<file path="config.mk">
export PLATFORM = sky130hd
export DESIGN_NAME = pipeline_hazard_ctrl_flat
export DESIGN_NICKNAME = d
export VERILOG_FILES = /design/src/rtl/pipeline_hazard_ctrl_pkg.sv /design/src/rtl/pipeline_hazard_ctrl_if.sv /design/src/rtl/pipeline_hazard_ctrl_load_use_detect.sv /design/src/rtl/pipeline_hazard_ctrl.sv /design/src/flat_wrapper.sv
export SDC_FILE = /design/constraint.sdc
export NUM_CORES = 1
export LEC_CHECK = 0
export ABC_AREA = 1
export CAP_MARGIN = 20
export CORE_ASPECT_RATIO = 1.2
export CORE_MARGIN = 5
export CORE_UTILIZATION = 42
export DETAILED_ROUTE_END_ITERATION = 12
export PLACE_DENSITY = 0.91
export SYNTH_ARGS = -nofsm -noshare
export SYNTH_HDL_FRONTEND = slang
export SYNTH_SLANG_ARGS = --single-unit
</file>
<file path="constraint.sdc">
create_clock -name clk -period 1.8 [get_ports clk]
set_input_delay 0.18 -clock clk [delete_from_list [all_inputs] [get_ports clk]]
set_output_delay 0.18 -clock clk [all_outputs]
set_load 0.01 [all_outputs]
</file>
<file path="src/rtl/pipeline_hazard_ctrl_pkg.sv">
// Shared definitions for the pipeline hazard controller: FSM state
// encoding, the hard-wired zero register index and the default address width.
package pipeline_hazard_ctrl_pkg;

    localparam int         ADDR_WIDTH_DEF = 32;
    localparam logic [4:0] REG_ZERO       = 5'd0;

    typedef enum logic {
        CTRL_IDLE  = 1'b0,
        CTRL_FLUSH = 1'b1
    } ctrl_state_e;

endpackage

</file>
<file path="src/rtl/pipeline_hazard_ctrl_if.sv">
// Control bus between the pipeline stages and the hazard controller.
// master: the pipeline side (reports EX/ID status, consumes flush/hold).
// slave : the hazard controller.
interface pipeline_hazard_ctrl_if
    import pipeline_hazard_ctrl_pkg::*;
#(
    parameter int ADDR_WIDTH = ADDR_WIDTH_DEF
);
    logic                  ctrl_jump_req_in;
    logic [ADDR_WIDTH-1:0] ctrl_jump_addr_in;
    logic                  ctrl_ex_busy_in;
    logic                  ctrl_ex_is_load_in;
    logic                  ctrl_ex_wen_in;
    logic [4:0]            ctrl_ex_write_addr_in;
    logic [4:0]            ctrl_id_reg1_addr_in;
    logic [4:0]            ctrl_id_reg2_addr_in;
    logic                  ctrl_jump_flag_out;
    logic [ADDR_WIDTH-1:0] ctrl_jump_addr_out;
    logic                  ctrl_hold_pc_out;
    logic                  ctrl_hold_ifd_out;
    logic                  ctrl_hold_idd_out;
    logic                  ctrl_bubble_out;

    modport master (
        output ctrl_jump_req_in, ctrl_jump_addr_in, ctrl_ex_busy_in,
               ctrl_ex_is_load_in, ctrl_ex_wen_in, ctrl_ex_write_addr_in,
               ctrl_id_reg1_addr_in, ctrl_id_reg2_addr_in,
        input  ctrl_jump_flag_out, ctrl_jump_addr_out, ctrl_hold_pc_out,
               ctrl_hold_ifd_out, ctrl_hold_idd_out, ctrl_bubble_out
    );

    modport slave (
        input  ctrl_jump_req_in, ctrl_jump_addr_in, ctrl_ex_busy_in,
               ctrl_ex_is_load_in, ctrl_ex_wen_in, ctrl_ex_write_addr_in,
               ctrl_id_reg1_addr_in, ctrl_id_reg2_addr_in,
        output ctrl_jump_flag_out, ctrl_jump_addr_out, ctrl_hold_pc_out,
               ctrl_hold_ifd_out, ctrl_hold_idd_out, ctrl_bubble_out
    );

endinterface

</file>
<file path="src/rtl/pipeline_hazard_ctrl_load_use_detect.sv">
// Load-use hazard compare: the load sitting in ID/EX writes a register that
// the instruction in ID reads. Writes to x0 are discarded and never stall.
module hazard_load_use_detect
    import pipeline_hazard_ctrl_pkg::*;
(
    input  logic       is_load,
    input  logic       wen,
    input  logic [4:0] write_addr,
    input  logic [4:0] reg1_addr,
    input  logic [4:0] reg2_addr,
    output logic       hazard
);

    assign hazard = is_load && wen && (write_addr != REG_ZERO) &&
                    ((write_addr == reg1_addr) || (write_addr == reg2_addr));

endmodule

</file>
<file path="src/rtl/pipeline_hazard_ctrl.sv">
// Central pipeline control for the 5-stage core: flush on taken jumps,
// freeze on EX busy, one-cycle bubble on load-use. Priority jump > busy >
// load-use. Optional macro PIPELINE_HAZARD_CTRL_PERF_EN adds saturating
// stall/flush cycle counters.
module pipeline_hazard_ctrl
    import pipeline_hazard_ctrl_pkg::*;
#(
    parameter int FLUSH_CYCLES = 2,
    parameter int ADDR_WIDTH   = ADDR_WIDTH_DEF
)(
    input  logic                  clk,
    input  logic                  rst,
    pipeline_hazard_ctrl_if.slave bus
`ifdef PIPELINE_HAZARD_CTRL_PERF_EN
    ,
    output logic [31:0]           ctrl_stall_cnt_out,
    output logic [31:0]           ctrl_flush_cnt_out
`endif
);

    ctrl_state_e           state_q, state_d;
    logic [3:0]            cnt_q, cnt_d;
    logic [ADDR_WIDTH-1:0] addr_q, addr_d;
    logic                  load_use;
    logic                  flag;
    logic                  hold_pc;

    hazard_load_use_detect u_load_use (
        .is_load    (bus.ctrl_ex_is_load_in),
        .wen        (bus.ctrl_ex_wen_in),
        .write_addr (bus.ctrl_ex_write_addr_in),
        .reg1_addr  (bus.ctrl_id_reg1_addr_in),
        .reg2_addr  (bus.ctrl_id_reg2_addr_in),
        .hazard     (load_use)
    );

    // State, flush counter and saved jump target registers
    always_ff @(posedge clk or negedge rst) begin
        if (!rst) begin
            state_q <= CTRL_IDLE;
            cnt_q   <= '0;
            addr_q  <= '0;
        end else begin
            state_q <= state_d;
            cnt_q   <= cnt_d;
            addr_q  <= addr_d;
        end
    end

    // Next state: a jump (re)starts the flush window from any state
    always_comb begin
        state_d = state_q;
        cnt_d   = cnt_q;
        addr_d  = addr_q;
        if (bus.ctrl_jump_req_in) begin
            addr_d = bus.ctrl_jump_addr_in;
            if (FLUSH_CYCLES > 1) begin
                state_d = CTRL_FLUSH;
                cnt_d   = 4'(FLUSH_CYCLES - 1);
            end else begin
                state_d = CTRL_IDLE;
                cnt_d   = '0;
            end
        end else if (state_q == CTRL_FLUSH) begin
            cnt_d = cnt_q - 4'd1;
            if (cnt_q == 4'd1) begin
                state_d = CTRL_IDLE;
            end
        end
    end

    // Outputs: flush dominates, then busy freeze, then load-use bubble
    always_comb begin
        flag                  = bus.ctrl_jump_req_in || (state_q == CTRL_FLUSH);
        bus.ctrl_jump_addr_out = bus.ctrl_jump_req_in ? bus.ctrl_jump_addr_in : addr_q;
        hold_pc               = 1'b0;
        bus.ctrl_hold_ifd_out = 1'b0;
        bus.ctrl_hold_idd_out = 1'b0;
        bus.ctrl_bubble_out   = 1'b0;
        if (!flag) begin
            if (bus.ctrl_ex_busy_in) begin
                hold_pc               = 1'b1;
                bus.ctrl_hold_ifd_out = 1'b1;
                bus.ctrl_hold_idd_out = 1'b1;
            end else if (load_use) begin
                hold_pc               = 1'b1;
                bus.ctrl_hold_ifd_out = 1'b1;
                bus.ctrl_bubble_out   = 1'b1;
            end
        end
    end

    assign bus.ctrl_jump_flag_out = flag;
    assign bus.ctrl_hold_pc_out   = hold_pc;

`ifdef PIPELINE_HAZARD_CTRL_PERF_EN
    logic [31:0] stall_cnt_q;
    logic [31:0] flush_cnt_q;

    function automatic logic [31:0] sat_inc(input logic [31:0] v);
        return (v == 32'hFFFF_FFFF) ? v : v + 32'd1;
    endfunction

    // Saturating counts of stalled and flushing cycles
    always_ff @(posedge clk or negedge rst) begin
        if (!rst) begin
            stall_cnt_q <= '0;
            flush_cnt_q <= '0;
        end else begin
            if (hold_pc) stall_cnt_q <= sat_inc(stall_cnt_q);
            if (flag)    flush_cnt_q <= sat_inc(flush_cnt_q);
        end
    end

    assign ctrl_stall_cnt_out = stall_cnt_q;
    assign ctrl_flush_cnt_out = flush_cnt_q;
`endif

endmodule

</file>
<file path="src/flat_wrapper.sv">
// flat-port wrapper written by rule: the top's interface ports become plain ports
module pipeline_hazard_ctrl_flat import pipeline_hazard_ctrl_pkg::*;
#(
    parameter int FLUSH_CYCLES = 2,
    parameter int ADDR_WIDTH   = ADDR_WIDTH_DEF
)
  (clk, rst, bus_ctrl_jump_req_in, bus_ctrl_jump_addr_in, bus_ctrl_ex_busy_in, bus_ctrl_ex_is_load_in, bus_ctrl_ex_wen_in, bus_ctrl_ex_write_addr_in, bus_ctrl_id_reg1_addr_in, bus_ctrl_id_reg2_addr_in, bus_ctrl_jump_flag_out, bus_ctrl_jump_addr_out, bus_ctrl_hold_pc_out, bus_ctrl_hold_ifd_out, bus_ctrl_hold_idd_out, bus_ctrl_bubble_out);
  pipeline_hazard_ctrl_if #(.ADDR_WIDTH(ADDR_WIDTH)) bus_i ();
  input  logic clk;
  input  logic rst;
  input wire logic [$bits(bus_i.ctrl_jump_req_in)-1:0] bus_ctrl_jump_req_in;
  input wire logic [$bits(bus_i.ctrl_jump_addr_in)-1:0] bus_ctrl_jump_addr_in;
  input wire logic [$bits(bus_i.ctrl_ex_busy_in)-1:0] bus_ctrl_ex_busy_in;
  input wire logic [$bits(bus_i.ctrl_ex_is_load_in)-1:0] bus_ctrl_ex_is_load_in;
  input wire logic [$bits(bus_i.ctrl_ex_wen_in)-1:0] bus_ctrl_ex_wen_in;
  input wire logic [$bits(bus_i.ctrl_ex_write_addr_in)-1:0] bus_ctrl_ex_write_addr_in;
  input wire logic [$bits(bus_i.ctrl_id_reg1_addr_in)-1:0] bus_ctrl_id_reg1_addr_in;
  input wire logic [$bits(bus_i.ctrl_id_reg2_addr_in)-1:0] bus_ctrl_id_reg2_addr_in;
  output wire logic [$bits(bus_i.ctrl_jump_flag_out)-1:0] bus_ctrl_jump_flag_out;
  output wire logic [$bits(bus_i.ctrl_jump_addr_out)-1:0] bus_ctrl_jump_addr_out;
  output wire logic [$bits(bus_i.ctrl_hold_pc_out)-1:0] bus_ctrl_hold_pc_out;
  output wire logic [$bits(bus_i.ctrl_hold_ifd_out)-1:0] bus_ctrl_hold_ifd_out;
  output wire logic [$bits(bus_i.ctrl_hold_idd_out)-1:0] bus_ctrl_hold_idd_out;
  output wire logic [$bits(bus_i.ctrl_bubble_out)-1:0] bus_ctrl_bubble_out;
  assign bus_i.ctrl_jump_req_in = bus_ctrl_jump_req_in;
  assign bus_i.ctrl_jump_addr_in = bus_ctrl_jump_addr_in;
  assign bus_i.ctrl_ex_busy_in = bus_ctrl_ex_busy_in;
  assign bus_i.ctrl_ex_is_load_in = bus_ctrl_ex_is_load_in;
  assign bus_i.ctrl_ex_wen_in = bus_ctrl_ex_wen_in;
  assign bus_i.ctrl_ex_write_addr_in = bus_ctrl_ex_write_addr_in;
  assign bus_i.ctrl_id_reg1_addr_in = bus_ctrl_id_reg1_addr_in;
  assign bus_i.ctrl_id_reg2_addr_in = bus_ctrl_id_reg2_addr_in;
  assign bus_ctrl_jump_flag_out = bus_i.ctrl_jump_flag_out;
  assign bus_ctrl_jump_addr_out = bus_i.ctrl_jump_addr_out;
  assign bus_ctrl_hold_pc_out = bus_i.ctrl_hold_pc_out;
  assign bus_ctrl_hold_ifd_out = bus_i.ctrl_hold_ifd_out;
  assign bus_ctrl_hold_idd_out = bus_i.ctrl_hold_idd_out;
  assign bus_ctrl_bubble_out = bus_i.ctrl_bubble_out;
  pipeline_hazard_ctrl #(.FLUSH_CYCLES(FLUSH_CYCLES), .ADDR_WIDTH(ADDR_WIDTH)) u_core (.clk(clk), .rst(rst), .bus(bus_i));
endmodule
</file>
* Word level (Yosys, flattened, before mapping)
Index checks and enable logic that the tools add are counted.
Operators by class: add/sub/neg operators 1, $mul 0, div/mod/pow operators 0, $lt $le $gt $ge 0, equal/unequal tests 3, shift operators 0, mux-type cells 13, bitwise operators 0, reduce and logical (&&, ||, !) cells 7
Operators by type and width (number):
- two-way mux 32 bit | 1
- equality test 5 bit | 2
- two-way mux 1 bit | 10
- two-way mux 4 bit | 2
- nonzero test 5 bit | 1
- equality test 4 x 1 -> 1 bit, second input constant | 1
- subtractor 4 x 1 -> 4 bit, second input constant | 1
- logical AND 1 bit | 3
- logical OR 1 bit | 2
- nonzero test 2 bit | 1
Word-level totals: register bits after elaboration 37, latch bits 0, RAM bits 0, memory bits (read-only) 0, input bits 53, output and inout port bits 37, logic and storage cells 27, memories 0

* Logic depth before layout (Yosys ltp)
depth after elaboration 6, depth in mapped cells 9

* Cells and area by module
A second synthesis with hierarchy kept.
Second synthesis, totals: cells, all modules 216, area total of the unflattened synthesis 1689.1 um2
By module, submodules not included:
- pipeline_hazard_ctrl | instances 1, cells each 171, area an instance 1486.4 um2
- hazard_load_use_detect | instances 1, cells each 45, area an instance 202.7 um2

* Worst setup path before layout
OpenSTA, ideal clock, no wires.
kind register to output, start point reg u_core.state_q, end point out bus_ctrl_hold_pc_out, arrival time 0.989 ns, data required time 1.620 ns, path slack 0.631 ns, cell stages (with the launch flop) 7, cells stage by stage dfrtp_1 nor2_4 nand4_1 clkinv_1 nand2_2 nand2_1 buf_4
Between the ends: word-level cells in the longest chain between the ends 2
Ends and longest elaborated chain:
- start, declared | line pipeline_hazard_ctrl.sv:21 | ctrl_state_e state_q, state_d;
- start signal, assigned | line pipeline_hazard_ctrl.sv:44 | state_q <= state_d;
- logical OR 1 bit | line pipeline_hazard_ctrl.sv:74 | flag = bus.ctrl_jump_req_in || (state_q == CTRL_FLUSH);
- two-way mux 1 bit
- end, declared | line flat_wrapper.sv:21 | output wire logic [$bits(bus_i.ctrl_hold_pc_out)-1:0] bus_ctrl_hold_pc_out;
Every way passes these cells.

* Final worst setup path
start point in bus_ctrl_jump_req_in, end point out bus_ctrl_jump_addr_out[23]
Between the ends: word-level cells in the longest chain between the ends 1
Ends and longest elaborated chain:
- start, declared | line flat_wrapper.sv:11 | input wire logic [$bits(bus_i.ctrl_jump_req_in)-1:0] bus_ctrl_jump_req_in;
- two-way mux 32 bit
- end, declared | line flat_wrapper.sv:20 | output wire logic [$bits(bus_i.ctrl_jump_addr_out)-1:0] bus_ctrl_jump_addr_out;
Every way passes these cells.

==> run_results.csv <==
group,metric,value,unit
outcome,status,"finished clean",
die,io_pins,90,
die,dieArea,5410,µm²
global_routing,grt_max_degree,38,
synthesis,synth.distinct_cells,21,
finish,drive_gt1_frac,0.0949,
die,die-width,68,µm
synthesis,yosys_warnings,0,
finish,utilization,0.715,
synthesis,synth_edf_count,0,
worst_setup_path,worst_ep_arrival_time,1.51,ns
global_routing,antenna_found_initial,0,
route,drc,0,
sta,worstMarginPinSlew,0.794,ns
synthesis,synth_flop_cell,"dfrtp_1",
min_path,hold_class,"in2reg",
synthesis,ys_seq_elements,37,
finish,nets,370,
global_routing,grt_use_total,0.204,
sta,fin_ws,0.105,ns
sta,fmax,0.590,GHz
route,antenna_left,0,
die,start_util,0.434,
worst_setup_path,cp-start-kind,"primary input",
placed_design,post-place-ws,-0.240,ns
global_routing,grt_pass1_vias,1848,
power,p_total,2.32,mW
worst_setup_path,critical_path_class,"in2out",
synthesis,syn_area,1700,µm²
die,row_count,25,
placed_design,dp_cells,361,
synthesis,synth_common_cells,"nand2_1 (121), dfrtp_1 (37), inv_1 (14)",
worst_setup_path,crit_chain,"dlygate4sd2_1 -> buf_12 -> nand2_1 -> nand2_1 -> clkdlybuf4s50_1",
run,cap_violations,0,
sta,worst_hold_slack,0.434,ns
sta,setup_violations,0,
synthesis,yosys.area.top_type,"dfrtp_1",
die,die_y,79.6,µm
global_routing,grt_pass1_wl,8180,µm
die,core-area,3910,µm²
worst_setup_path,cpPeakStageDelay,0.56,ns
route,drtIter0Drc,35,
worst_setup_path,crit_path_end_kind,"primary output",
placed_design,place_hpwl,3820,µm
synthesis,ys_seq_area_frac,0.546,
route,vias_per_cell,4.76,
synthesis,syn_avg_cell_area,7.74,µm²
clocking,htreeDepth,2,
synthesis,async_flop_share,1.00,
sta,rsz0062_at_grt,"no",
clocking,cts_buffers,5,
placed_design,io_buffers,89,
clocking,cts_buffer_depth,2,
worst_setup_path,crit_required,1.62,ns
synthesis,synth_fp_nets,274,
sta,hold_viol_final,0,
sta,drv_slew,0,
finish,fin_area,2790,µm²
clocking,clock-sinks,37,
worst_setup_path,cpMostUsedCell,"nand2_1",
worst_setup_path,slowest_stage,"clkdlybuf4s50_1",
worst_setup_path,worstPathMaxFanout,30,
power,ir_drop,0.692,mV
placed_design,gp_congestion,0.762,
synthesis,synthCells,219,
sta,clock_skew,0.00678,ns
power,power_density,830,nW/µm²
sta,fin_crit_sh,0.941,
synthesis,yosysMostFrequentCell,"nand2_1",
synthesis,synth_top_area_share,0.546,
power,power_leakage,1.44,nW
finish,diodes,0,
route,wl,4950,µm
synthesis,synthTopCellsByArea,"dfrtp_1 (55%), nand2_1 (27%), inv_1 (3.1%)",
finish,area_growth,64.8,%
clocking,path_clk_slew,0.07,ns
clocking,clockRootBuffer,"clkbuf_8",
clocking,cts_setup_buffers,0,
route,dr_total_vias,1761,
clocking,cts_tree,"yes",
route,dr.pass1.iters,4,
sta,period_needed,1.69,ns
route,avgRoutedWirePerCell,13.4,µm
sta,setup_tns,0,ns
sta,max_slew_margin,0.471,
global_routing,gr-total-overflow,0,
placed_design,post_dp_cell_area,2690,µm²
clocking,clkLatencyLatePin,0.30,ns
finish,finalNonFillerCells,370,
state kept, by name (all words and copies together) (netlist names):
signal	cells
u_core.state_q	1
u_core.cnt_q	4
u_core.addr_q	32
cell usage in the layout, fill, tap and decap left out, types with 3 or more instances in the layout:
cell and instances:
clkdlybuf4s50_1 82, clkbuf_2 3, nand2_1 121, dfrtp_1 37
inv_2 6, nor2_1 12, buf_4 4, buf_12 3
clkbuf_8 7, inv_1 14
critical path: cells and delay by family:
kind	cells	cell delay [ns]
buf+inv	3	1.14
simple gates	2	0.19
area by class of cell:
| class | count | area [µm²] |
|---|---|---|
| well taps | 54 | 67.6 |
| inverters | 21 | 78.8 |
| repair buffers | 97 | 975 |
| fillers | 289 | 1120 |
| clock inverters | 1 | 8.76 |
| clock buffers | 7 | 96.3 |
| multi-input cells | 153 | 642 |
| flip-flops and latches | 37 | 926 |
logic make-up (layout without fill, tap and decap cells):
kind of cell / Yosys count / count (layout) / synth area share
compound gates: 6 / 6 / 0.0214
xor+xnor: 2 / 2 / 0.0103
fa+ha+maj: 2 / 2 / 0.0148
buf+inv: 29 / 126 / 0.0753
flops: 37 / 37 / 0.546
simple gates: 143 / 143 / 0.332
timing repair:
item	4_1_cts	5_1_grt
setup endpoints to repair	36	4
pin swaps	0	0
cloned	0	0
gates resized for setup	4	8
hold endpoints to repair	37	0
hold buffers	1	0
report_power, final:
part           internal, mW  switching, mW
combinational         0.351          0.313
clock                 0.353          0.301
sequential            0.938         0.0630
path summary, 6_finish.rpt:
| kind | to | cells after the start | slack [ns] | from |
|---|---|---|---|---|
| hold / removal | u_core.addr_q[18]$_DFF_PN0_ | 3 | 0.43 | bus_ctrl_jump_addr_in[18] |
| min in group asynchronous | u_core.addr_q[18]$_DFF_PN0_ | 2 | 0.50 | rst |
| setup / recovery | bus_ctrl_jump_addr_out[23] | 5 | 0.11 | bus_ctrl_jump_req_in |
| max in group asynchronous | u_core.state_q$_DFF_PN0_ | 2 | 0.79 | rst |
| setup reg to reg | u_core.cnt_q[1]$_DFFE_PN0N_ | 3 | 0.73 | u_core.cnt_q[0]$_DFFE_PN0N_ |
| hold reg to reg | u_core.addr_q[18]$_DFF_PN0_ | 2 | 0.47 | u_core.addr_q[18]$_DFF_PN0_ |
layer usage:
metal | wire length [µm] | track usage | vias up
met5 | 0 | 0 | -
met4 | 142 | 0.0835 | 0
met3 | 687 | 0.100 | 14
met2 | 2330 | 0.336 | 87
met1 | 1780 | 0.219 | 812
li1 | - | - | 848
Note: power is estimated with default switching activity, not from simulation.
